`config.mk`:
```
export PLATFORM = sky130hd
export DESIGN_NAME = eth_pkt_if_gate_flat
export DESIGN_NICKNAME = d
export VERILOG_FILES = /design/src/rtl/eth_pkt_lib.sv /design/src/rtl/eth_pkt_if.sv /design/src/rtl/eth_pkt_sat_cnt.sv /design/src/rtl/eth_pkt_if_gate.sv /design/src/flat_wrapper.sv
export SDC_FILE = /design/constraint.sdc
export NUM_CORES = 1
export LEC_CHECK = 0
export BUFFER_PORTS_ARGS = -buffer_cell sky130_fd_sc_hd__buf_2
export CORE_ASPECT_RATIO = 1.4
export CORE_MARGIN = 2
export CORE_UTILIZATION = 50
export CTS_BUF_LIST = sky130_fd_sc_hd__clkbuf_2 sky130_fd_sc_hd__clkbuf_4 sky130_fd_sc_hd__clkbuf_8
export DETAILED_ROUTE_END_ITERATION = 6
export GPL_TIMING_DRIVEN = 0
export PLACE_DENSITY = 0.95
export SYNTH_ARGS = -nofsm -noshare
export SYNTH_HDL_FRONTEND = slang
export SYNTH_HIERARCHICAL = 1
export SYNTH_SLANG_ARGS = --single-unit
```
`constraint.sdc`:
```
create_clock -name clk_i -period 3.1 [get_ports clk_i]
set_clock_uncertainty 0.15 [all_clocks]
set_input_delay 0.155 -clock clk_i [delete_from_list [all_inputs] [get_ports clk_i]]
set_output_delay 0.155 -clock clk_i [all_outputs]
set_load 0.005 [all_outputs]
```
`src/rtl/eth_pkt_lib.sv`:
```
// Shared types and constants for the eth_pkt_if stream family.
package eth_pkt_lib;

  typedef struct packed {
    int unsigned data_w;
    int unsigned mod_w;
    int unsigned tuser_w;
  } if_props_t;

  localparam if_props_t DEFAULT_PROPERTIES = '{data_w: 32'd64, mod_w: 32'd3, tuser_w: 32'd1};

  typedef enum logic [1:0] {
    IDLE = 2'd0,
    PASS = 2'd1,
    DROP = 2'd2
  } gate_state_t;

  localparam string GATE_HOLD = "HOLD";
  localparam string GATE_DROP = "DROP";

endpackage

```
`src/rtl/eth_pkt_if.sv`:
```
// Valid/ready packet stream with sop/eop framing and byte-modulo on the last word.
interface eth_pkt_if #(
  parameter eth_pkt_lib::if_props_t PROPS = eth_pkt_lib::DEFAULT_PROPERTIES
);
  logic                     val;
  logic                     ready;
  logic                     sop;
  logic                     eop;
  logic [PROPS.data_w-1:0]  data;
  logic [PROPS.mod_w-1:0]   mod;
  logic [PROPS.tuser_w-1:0] tuser;

  modport i (input val, sop, eop, data, mod, tuser, output ready);
  modport o (output val, sop, eop, data, mod, tuser, input ready);
endinterface

```
`src/rtl/eth_pkt_sat_cnt.sv`:
```
// Saturating event counter with synchronous clear taking priority over increment.
module eth_pkt_sat_cnt #(
  parameter int W = 32
) (
  input  logic         clk_i,
  input  logic         rst_i,
  input  logic         clr_i,
  input  logic         inc_i,
  output logic [W-1:0] cnt_o
);
  logic [W-1:0] cnt_d;
  logic [W-1:0] cnt_q;

  always_comb begin
    cnt_d = cnt_q;
    if (clr_i) begin
      cnt_d = '0;
    end else if (inc_i && (cnt_q != '1)) begin
      cnt_d = cnt_q + {{(W-1){1'b0}}, 1'b1};
    end else begin
      cnt_d = cnt_q;
    end
  end

  always_ff @(posedge clk_i or posedge rst_i) begin
    if (rst_i) begin
      cnt_q <= '0;
    end else begin
      cnt_q <= cnt_d;
    end
  end

  assign cnt_o = cnt_q;
endmodule

```
`src/rtl/eth_pkt_if_gate.sv`:
```
// Packet-boundary-aware stream gate: enable is sampled only at sop, so packets are never cut.
module eth_pkt_if_gate
  import eth_pkt_lib::*;
#(
  parameter if_props_t IF_PROPERTIES = DEFAULT_PROPERTIES,
  parameter string     GATE_MODE     = GATE_DROP,
  parameter int        CNT_W         = 32
) (
  input  logic             clk_i,
  input  logic             rst_i,
  input  logic             enable_i,
  input  logic             stall_i,
  input  logic             cnt_clr_i,
  eth_pkt_if.i             pkt_i,
  eth_pkt_if.o             pkt_o,
  output logic             in_pkt_o,
  output logic [CNT_W-1:0] pass_cnt_o,
  output logic [CNT_W-1:0] drop_cnt_o,
  output logic [CNT_W-1:0] err_cnt_o
);
  localparam bit HOLD_MODE = (GATE_MODE == GATE_HOLD);

  gate_state_t state_d, state_q;
  logic        in_pkt_d, in_pkt_q;
  logic        out_val_s, in_ready_s;
  logic        pass_inc_s, drop_inc_s, err_inc_s;

  logic [IF_PROPERTIES.data_w-1:0]  data_s;
  logic [IF_PROPERTIES.mod_w-1:0]   mod_s;
  logic [IF_PROPERTIES.tuser_w-1:0] tuser_s;

  assign data_s      = pkt_i.data;
  assign mod_s       = pkt_i.mod;
  assign tuser_s     = pkt_i.tuser;
  assign pkt_o.data  = data_s;
  assign pkt_o.mod   = mod_s;
  assign pkt_o.tuser = tuser_s;
  assign pkt_o.sop   = pkt_i.sop;
  assign pkt_o.eop   = pkt_i.eop;
  assign pkt_o.val   = out_val_s;
  assign pkt_i.ready = in_ready_s;

  // Only the forward/PASS paths let ready follow pkt_o.ready; drop and orphan paths never do.
  always_comb begin
    out_val_s  = 1'b0;
    in_ready_s = 1'b0;
    pass_inc_s = 1'b0;
    drop_inc_s = 1'b0;
    err_inc_s  = 1'b0;
    state_d    = state_q;
    case (state_q)
      IDLE: begin
        if (!pkt_i.val) begin
          state_d = IDLE;
        end else if (!pkt_i.sop) begin
          in_ready_s = 1'b1;
          err_inc_s  = 1'b1;
        end else if (enable_i) begin
          out_val_s  = 1'b1;
          in_ready_s = pkt_o.ready;
          if (pkt_o.ready && pkt_i.eop) begin
            pass_inc_s = 1'b1;
          end else if (pkt_o.ready) begin
            state_d = PASS;
          end else begin
            state_d = IDLE;
          end
        end else if (HOLD_MODE) begin
          state_d = IDLE;
        end else begin
          in_ready_s = 1'b1;
          drop_inc_s = 1'b1;
          state_d    = pkt_i.eop ? IDLE : DROP;
        end
      end
      PASS: begin
        out_val_s  = pkt_i.val;
        in_ready_s = pkt_o.ready;
        if (pkt_i.val && pkt_o.ready && pkt_i.eop) begin
          pass_inc_s = 1'b1;
          state_d    = IDLE;
        end else begin
          state_d = PASS;
        end
      end
      DROP: begin
        in_ready_s = 1'b1;
        if (pkt_i.val && pkt_i.eop) begin
          state_d = IDLE;
        end else begin
          state_d = DROP;
        end
      end
      default: begin
        state_d = IDLE;
      end
    endcase
    if (stall_i) begin
      out_val_s  = 1'b0;
      in_ready_s = 1'b0;
      pass_inc_s = 1'b0;
      drop_inc_s = 1'b0;
      err_inc_s  = 1'b0;
      state_d    = state_q;
    end else begin
      state_d = state_d;
    end
    in_pkt_d = (state_d != IDLE);
  end

  // Packet tracker state and its registered in-packet flag.
  always_ff @(posedge clk_i or posedge rst_i) begin
    if (rst_i) begin
      state_q  <= IDLE;
      in_pkt_q <= 1'b0;
    end else begin
      state_q  <= state_d;
      in_pkt_q <= in_pkt_d;
    end
  end

  assign in_pkt_o = in_pkt_q;

  eth_pkt_sat_cnt #(.W(CNT_W)) u_pass_cnt (
    .clk_i(clk_i), .rst_i(rst_i), .clr_i(cnt_clr_i), .inc_i(pass_inc_s), .cnt_o(pass_cnt_o)
  );
  eth_pkt_sat_cnt #(.W(CNT_W)) u_drop_cnt (
    .clk_i(clk_i), .rst_i(rst_i), .clr_i(cnt_clr_i), .inc_i(drop_inc_s), .cnt_o(drop_cnt_o)
  );
  eth_pkt_sat_cnt #(.W(CNT_W)) u_err_cnt (
    .clk_i(clk_i), .rst_i(rst_i), .clr_i(cnt_clr_i), .inc_i(err_inc_s), .cnt_o(err_cnt_o)
  );
endmodule
```
`src/flat_wrapper.sv`:
```
// flat-port wrapper written by rule: the top's interface ports become plain ports
module eth_pkt_if_gate_flat import eth_pkt_lib::*;
#(
  parameter if_props_t IF_PROPERTIES = DEFAULT_PROPERTIES,
  parameter string     GATE_MODE     = GATE_DROP,
  parameter int        CNT_W         = 32
)
  (clk_i, rst_i, enable_i, stall_i, cnt_clr_i, in_pkt_o, pass_cnt_o, drop_cnt_o, err_cnt_o, pkt_i_val, pkt_i_sop, pkt_i_eop, pkt_i_data, pkt_i_mod, pkt_i_tuser, pkt_i_ready, pkt_o_val, pkt_o_sop, pkt_o_eop, pkt_o_data, pkt_o_mod, pkt_o_tuser, pkt_o_ready);
  eth_pkt_if pkt_i_i ();
  eth_pkt_if pkt_o_i ();
  input  logic clk_i;
  input  logic rst_i;
  input  logic enable_i;
  input  logic stall_i;
  input  logic cnt_clr_i;
  output logic in_pkt_o;
  output logic [CNT_W-1:0] pass_cnt_o;
  output logic [CNT_W-1:0] drop_cnt_o;
  output logic [CNT_W-1:0] err_cnt_o;
  input wire logic [$bits(pkt_i_i.val)-1:0] pkt_i_val;
  input wire logic [$bits(pkt_i_i.sop)-1:0] pkt_i_sop;
  input wire logic [$bits(pkt_i_i.eop)-1:0] pkt_i_eop;
  input wire logic [$bits(pkt_i_i.data)-1:0] pkt_i_data;
  input wire logic [$bits(pkt_i_i.mod)-1:0] pkt_i_mod;
  input wire logic [$bits(pkt_i_i.tuser)-1:0] pkt_i_tuser;
  output wire logic [$bits(pkt_i_i.ready)-1:0] pkt_i_ready;
  output wire logic [$bits(pkt_o_i.val)-1:0] pkt_o_val;
  output wire logic [$bits(pkt_o_i.sop)-1:0] pkt_o_sop;
  output wire logic [$bits(pkt_o_i.eop)-1:0] pkt_o_eop;
  output wire logic [$bits(pkt_o_i.data)-1:0] pkt_o_data;
  output wire logic [$bits(pkt_o_i.mod)-1:0] pkt_o_mod;
  output wire logic [$bits(pkt_o_i.tuser)-1:0] pkt_o_tuser;
  input wire logic [$bits(pkt_o_i.ready)-1:0] pkt_o_ready;
  assign pkt_i_i.val = pkt_i_val;
  assign pkt_i_i.sop = pkt_i_sop;
  assign pkt_i_i.eop = pkt_i_eop;
  assign pkt_i_i.data = pkt_i_data;
  assign pkt_i_i.mod = pkt_i_mod;
  assign pkt_i_i.tuser = pkt_i_tuser;
  assign pkt_i_ready = pkt_i_i.ready;
  assign pkt_o_val = pkt_o_i.val;
  assign pkt_o_sop = pkt_o_i.sop;
  assign pkt_o_eop = pkt_o_i.eop;
  assign pkt_o_data = pkt_o_i.data;
  assign pkt_o_mod = pkt_o_i.mod;
  assign pkt_o_tuser = pkt_o_i.tuser;
  assign pkt_o_i.ready = pkt_o_ready;
  eth_pkt_if_gate #(.IF_PROPERTIES(IF_PROPERTIES), .GATE_MODE(GATE_MODE), .CNT_W(CNT_W)) u_core (.clk_i(clk_i), .rst_i(rst_i), .enable_i(enable_i), .stall_i(stall_i), .cnt_clr_i(cnt_clr_i), .pkt_i(pkt_i_i), .pkt_o(pkt_o_i), .in_pkt_o(in_pkt_o), .pass_cnt_o(pass_cnt_o), .drop_cnt_o(drop_cnt_o), .err_cnt_o(err_cnt_o));
endmodule
```
==> impl_metrics.json, run 1 <==
{
  "status": "completed",
  "cp.required_ps": 3240,
  "cp_max_fo": 10,
  "yosysTopAreaCell": "dfrtp_1",
  "dieArea_um2": 12900,
  "routed_wl_um": 16500,
  "synth_top_area_share_pct": 41.4,
  "netlist_instances": 654,
  "p_leak_nw": 3.42,
  "slew_headroom_pct": 21.3,
  "synthFlopType": "dfrtp_1",
  "peakVddDrop_v": 0.000183,
  "dpl_cell_area_um2": 7050,
  "seqPwrFrac_pct": 55.1,
  "yosysUniqueCellTypes": 43,
  "grt_max_degree": 33,
  "maxCapViolCount": 0,
  "power.share.clock_pct": 33.6,
  "synth_area_um2": 5980,
  "synthArstFlopShare_pct": 100,
  "core_um2": 11800,
  "cp.arrival_ps": 3080,
  "powerDensity_nw_per_um2": 317,
  "finalNonFillerCells": 1007,
  "yosysSeqAreaShare_pct": 41.4,
  "portBuffers": 177,
  "yosys_warnings": 6,
  "clkSinkCount": 99,
  "layout-drive-gt1-share_pct": 35.6,
  "cts_tree": "done",
  "grt_pass1_wl_um": 25200,
  "finalCoreUtilization_pct": 63.6,
  "nets": 935,
  "grt_pass1_vias": 5392,
  "hold_viol": 0,
  "avgSynthCellArea_um2": 9.14,
  "setup_ws_ps": 165,
  "rows": 47,
  "synth_top_family_by_area": "simple AND/OR/NAND/NOR gates",
  "syn_nets": 734,
  "netSwitchingPower_mw": 0.611,
  "htree_levels": 3,
  "ant_nets": 0,
  "place_ws_ps": -204,
  "synth-seq-cells": 99,
  "grt-ovfl-total": 0,
  "synth-edff-count": 0,
  "synth.most_common_cell": "dfrtp_1",
  "drv_slew": 0,
  "synth_compound_area_share_pct": 20.2,
  "start_util_pct": 50.9,
  "drt-initial-drc-count": 424,
  "areaGrowthSynthToFinish_pct": 25.2,
  "clockRootBuffer": "clkbuf_8",
  "cts.reportedPaths.clkPinSlew_ps": 100,
  "final-setup-viol-count": 0,
  "worstMarginPinSlew_ps": 1170,
  "place_inst": 978,
  "swShare_pct": 25.8,
  "synth_area_leaders": "dfrtp_1 (41%), buf_4 (8.8%), a21oi_1 (6.9%), o31ai_1 (5.6%), or4_1 (5.3%)",
  "drc_errors": 0,
  "clkLatencyLatePin_ps": 370,
  "cp-end-kind": "flip-flop",
  "n_antenna_cell": 0,
  "synth_xor_area_share_pct": 1.32,
  "vias_per_cell": 6.11,
  "hpwl_um": 11800,
  "cts_buffers": 9,
  "fin_crit_sh_pct": 94.7,
  "avgRoutedWirePerCell_um": 16.4,
  "pwr-share-comb_pct": 11.3,
  "io_pins": 246,
  "synthTopCellsByCount": "dfrtp_1 (99), a21oi_1 (83), buf_4 (70)",
  "max_freq_mhz": 341,
  "p_int_mw": 1.76,
  "vias": 6150,
  "fp.dieH_um": 133,
  "worst-setup-path-type": "input port to flip-flop",
  "holdCritPathClass": "input port to flip-flop",
  "antenna_found_initial": 0,
  "fin_area_um2": 7490,
  "grt_usage_pct": 24.3,
  "routabilityCongestion": 0.876,
  "synthAdderAreaFrac_pct": 0.628,
  "cp-start-kind": "input port",
  "yosys.area_share.simple_pct": 23.7,
  "cts_max_path_buffers": 2,
  "synthMuxAreaShare_pct": 0.502,
  "dr.pass1.iters": 6,
  "min_period_ps": 2940,
  "fp.dieW_um": 96.4,
  "rsz0062_at_grt": "false"
}
-- layout by cell type, fill, tap and decap left out, types with 8 or more instances in the layout --
cell	synthesis	routed
clkbuf_1	12	12
clkbuf_8	0	10
nor4_1	9	8
buf_2	3	180
inv_1	26	24
o31ai_1	45	45
nand2_1	33	33
or3_1	36	36
nand3_1	30	30
dfrtp_1	99	99
or4_1	42	42
a21oi_1	83	83
and4_1	12	12
nand4_1	18	18
nor2_1	20	20
buf_4	70	75
and3_1	10	10
o21ai_0	37	37
-- worst max-delay path: stages --
cell and delay [ps]:
dlygate4sd3_1 530, buf_2 140, or3b_4 440, nor3_4 200, nand4_1 270, nor3_4 240
o311ai_2 220, buf_2 260, or4_1 440, a21oi_1 160
-- path summary, 6_finish.rpt --
check                      depth (start not counted)                     endpoint                        start  slack [ps]
setup reg to reg                                   8   u_core/u_err_cnt/cnt_o[19]            u_core/state_q[1]         170
max in group asynchronous                          4    u_core/u_err_cnt/cnt_o[7]                        rst_i        2050
setup / recovery                                  10   u_core/u_err_cnt/cnt_o[19]                    pkt_i_val         160
min in group asynchronous                          3              u_core/in_pkt_o                        rst_i          90
hold reg to reg                                    2  u_core/u_drop_cnt/cnt_o[31]  u_core/u_drop_cnt/cnt_o[31]         420
hold / removal                                     4              u_core/in_pkt_o                      stall_i          80
-- area by class of cell --
| cell class | count | area (µm²) |
|---|---|---|
| Clock buffer | 10 | 138 |
| Multi-Input combinational cell | 440 | 2860 |
| Fill cell | 986 | 4280 |
| Clock inverter | 6 | 47.5 |
| Buffer | 89 | 631 |
| Tap cell | 147 | 184 |
| Inverter | 26 | 97.6 |
| Sequential cell | 99 | 2480 |
| Timing Repair Buffer | 190 | 1050 |
-- logic make-up (layout without fill, tap and decap cells) --
logic type / Yosys count / count (layout)
simple gates: 233 / 233
fa+ha+maj: 3 / 3
mux: 3 / 3
buf+inv: 115 / 321
xor+xnor: 9 / 9
flops: 99 / 99
compound gates: 192 / 192
-- stage by stage --
| stage | setup TNS [ps] | hold slack [ps] | power [mW] |
|---|---|---|---|
| after floorplan | 0 | -241 | 1.48 |
| after global placement | -406 | -86.9 | 1.57 |
| after detailed placement | -1030 | -85.4 | 1.58 |
| after CTS | 0 | 53.5 | 2.39 |
| after global routing | 0 | 88.9 | 2.48 |
| final | 0 | 82.9 | 2.37 |
-- routing by layer --
layer,up-vias,track usage [%],wire length [µm]
li1,2830,-,-
met1,2947,28.2,6080
met2,337,42.5,8610
met3,36,5.15,1430
met4,0,10.3,421
met5,-,0,0
-- state kept, by name, summed over array words and instances, names as in the netlist --
register,flops
u_core/in_pkt_o,1
u_core/state_q,2
u_core/u_drop_cnt/cnt_o,32
u_core/u_err_cnt/cnt_o,32
u_core/u_pass_cnt/cnt_o,32
-- power by group through the flow --
stage | Combinational, mW | Sequential [mW] | Clock, mW
finish | 0.269 | 1.31 | 0.797
global route | 0.298 | 1.31 | 0.876
CTS | 0.256 | 1.31 | 0.822
detailed placement | 0.244 | 1.33 | 0
global placement | 0.241 | 1.33 | 0
floorplan | 0.150 | 1.33 | 0
-- what timing repair did --
item                       CTS  global route
setup endpoints to repair   12            20
hold endpoints to repair     5             0
hold buffers                 5             0
resized for setup            3            11
pin swaps                    1             5
buffers inserted             1             4
Power figures use the tool's default switching activity.
==> inputs of run 2 (changes only) <==
--- a/config.mk
+++ b/config.mk
@@ -5,10 +5,11 @@
 export SDC_FILE = /design/constraint.sdc
 export NUM_CORES = 1
 export LEC_CHECK = 0
+export ABC_AREA = 1
 export BUFFER_PORTS_ARGS = -buffer_cell sky130_fd_sc_hd__buf_2
 export CORE_ASPECT_RATIO = 1.4
 export CORE_MARGIN = 2
-export CORE_UTILIZATION = 50
+export CORE_UTILIZATION = 53
 export CTS_BUF_LIST = sky130_fd_sc_hd__clkbuf_2 sky130_fd_sc_hd__clkbuf_4 sky130_fd_sc_hd__clkbuf_8
 export DETAILED_ROUTE_END_ITERATION = 6
 export GPL_TIMING_DRIVEN = 0
==> run 2 against run 1 <==
Effect of this change:
- synthesized cell count up 83%
- cell count up 57%
- critical path type is now flip-flop to flip-flop
- non-clock buffer count down 3
- core utilization up 1.1 points
- worst setup slack better by 240 ps
==> impl_metrics.json, run 2 <==
{
  "status": "completed",
  "rows": 51,
  "antenna_found_initial": 0,
  "fin_crit_sh_pct": 86.8,
  "critPathSlowestCell": "a21oi_1",
  "yosysTopAreaCell": "dfrtp_1",
  "drv_slew": 0,
  "clkSinkCount": 99,
  "r2r_setup_slack_ps": 410,
  "synthFlopType": "dfrtp_1",
  "netlist_instances": 1200,
  "final_cell_mix": "nand2_1 (442), buf_2 (186), nor2_1 (171), inv_1 (112), dfrtp_1 (99)",
  "p_leak_nw": 4.78,
  "cp_num_buf_inv": 2,
  "synthArstFlopShare_pct": 100,
  "dr.pass1.iters": 6,
  "yosys_warnings": 6,
  "crit_family": "simple AND/OR/NAND/NOR gates",
  "finalHoldWorstSlack_ps": 45.1,
  "grt-ovfl-total": 0,
  "powerDensity_nw_per_um2": 278,
  "fp.dieH_um": 146,
  "core_um2": 14000,
  "peakVddDrop_v": 0.000299,
  "htree_levels": 3,
  "yosysUniqueCellTypes": 32,
  "worstMarginPinSlew_ps": 759,
  "post-cts-setup-buffers": 0,
  "clockRootBuffer": "clkbuf_8",
  "setup_tns_ps": 0,
  "r2r_start": "u_core/state_q[1]",
  "routabilityCongestion": 0.954,
  "ant_nets": 0,
  "grt_usage_pct": 28.9,
  "max_stage_delay_ps": 550,
  "fp.dieW_um": 105,
  "vias_per_cell": 5.39,
  "hpwl_um": 16900,
  "synth-seq-cells": 99,
  "cts.reportedPaths.clkPinSlew_ps": 100,
  "drt-initial-drc-count": 729,
  "avgRoutedWirePerCell_um": 14.3,
  "layout-drive-gt1-share_pct": 24.2,
  "areaGrowthSynthToFinish_pct": 18.5,
  "grt_pass1_wl_um": 36400,
  "maxCapViolCount": 0,
  "start_util_pct": 54.6,
  "hold_viol": 0,
  "cts_buffers": 9,
  "synth_top_area_share_pct": 32.5,
  "synthTopCellsByCount": "nand2_1 (442), nor2_1 (171), inv_1 (115)",
  "io_pins": 246,
  "nets": 1473,
  "r2r_end": "u_core/u_err_cnt/cnt_o[30]",
  "min_period_ps": 2690,
  "final-setup-viol-count": 0,
  "max_freq_mhz": 371,
  "syn_nets": 1280,
  "routed_wl_um": 22600,
  "synth_area_leaders": "dfrtp_1 (32%), nand2_1 (22%), nor2_1 (8.4%), buf_4 (6.9%), nand3_1 (6.0%)",
  "cp-end-kind": "flip-flop",
  "slew_headroom_pct": 49.4,
  "cts_tree": "done",
  "drc_errors": 0,
  "setup_ws_ps": 408,
  "finalCoreUtilization_pct": 64.7,
  "clkLatencyLatePin_ps": 400,
  "layout_commonest_cell": "nand2_1",
  "cts_max_path_buffers": 2,
  "holdCritPathClass": "input port to flip-flop",
  "avgSynthCellArea_um2": 6.36,
  "cp_max_fo": 10,
  "synth-edff-count": 0,
  "portBuffers": 177,
  "reg2regPathDepth": 8,
  "place_ws_ps": 437,
  "yosysSeqAreaShare_pct": 32.5,
  "cp.required_ps": 3280,
  "rsz0062_at_grt": "false",
  "crit_chain": "nor2_2 > nand2_2 > nor3_1 > inv_1 > a21oi_1 > buf_2 > nand4_1 > nand2_1",
  "dieArea_um2": 15400,
  "grt_pass1_vias": 7882,
  "n_antenna_cell": 0,
  "holdCritStartpoint": "pkt_i_val",
  "cp.arrival_ps": 2870,
  "hold_path_end": "u_core/state_q[0]",
  "cp-start-kind": "flip-flop",
  "synth_area_um2": 7630,
  "synth.most_common_cell": "nand2_1",
  "worst-setup-path-type": "flip-flop to flip-flop",
  "holdPathStages": 5,
  "vias": 8524,
  "grt_max_degree": 33
}
run 2: cell types whose count changed after synthesis, sizes merged, moves of 12 or more:
| cell | delta |
|---|---|
| nand2 | +432 |
| and4 | -12 |
| or4 | -45 |
| a21oi | -72 |
| o31ai | -45 |
| nand3 | +62 |
| o21ai | +16 |
| inv | +92 |
| nor2 | +171 |
| or3 | -39 |
run 2: cells by family (layout without fill, tap and decap cells):
logic type | after synthesis | in the layout | synth area share [%]
and+or+nand+nor | 799 | 799 | 45.3
buffers and inverters | 215 | 412 | 14.9
DFF | 99 | 99 | 32.5
AOI/OAI and AO/OA | 72 | 72 | 5.41
xor gates and xnor gates | 12 | 12 | 1.38
adders and majority gates | 3 | 3 | 0.492
run 2: cell type report:
| cell class | count | area (µm²) |
|---|---|---|
| plain buffers | 94 | 683 |
| clock buffers | 11 | 151 |
| clock inverters | 4 | 48.8 |
| fillers | 1268 | 4930 |
| inverters | 121 | 454 |
| multi-input cells | 886 | 4020 |
| flip-flops and latches | 99 | 2480 |
| well taps | 185 | 231 |
| repair buffers | 182 | 981 |
run 2: how the worst max path moves through the flow:
| stage | from | to | slack [ps] | cells past startpoint |
|---|---|---|---|---|
| after CTS | u_core/state_q[1] | u_core/u_err_cnt/cnt_o[30] | 410 | 8 |
| after global placement | u_core/state_q[1] | u_core/u_err_cnt/cnt_o[19] | 490 | 8 |
| after floorplan | u_core/state_q[1] | u_core/u_err_cnt/cnt_o[19] | 1190 | 8 |
| final | u_core/state_q[1] | u_core/u_err_cnt/cnt_o[30] | 410 | 8 |
| after global routing | u_core/state_q[1] | u_core/u_err_cnt/cnt_o[30] | 290 | 8 |
| after detailed placement | u_core/state_q[1] | u_core/u_err_cnt/cnt_o[30] | 440 | 8 |
run 2: power breakdown:
group	internal, mW	switching (mW)
combinational	0.142	0.176
sequential	1.30	0.00730
clock	0.414	0.479
total	1.85	0.662
run 2: through the flow:
step                      area [µm²]  total power, mW  std cells
after floorplan                 7630             1.52       1200
after global routing            9040             2.62       1582
after CTS                       8970             2.52       1579
after global placement          8750             1.63       1562
final                           9040             2.51       1582
after detailed placement        8750             1.63       1562
run 2: repair_timing:
item | CTS | global route
hold buffers | 2 | 0
resized for setup | 0 | 0
endpoints found under the hold margin | 5 | 0
run 2: worst reg2reg max path, delay by kind of cell (launching register included):
| family | cells | cell delay (ps) |
|---|---|---|
| AO/OA/AOI/OAI | 1 | 550 |
| buffers and inverters | 2 | 470 |
| AND/OR/NAND/NOR | 5 | 980 |
| flip-flops | 1 | 460 |
run 2: layer usage:
metal  part of all wire (%)  global-route usage, %
met5                      0                      0
met4                    3.0                   13.2
met3                    8.4                   4.66
met2                     51                   52.5
met1                     37                   32.9
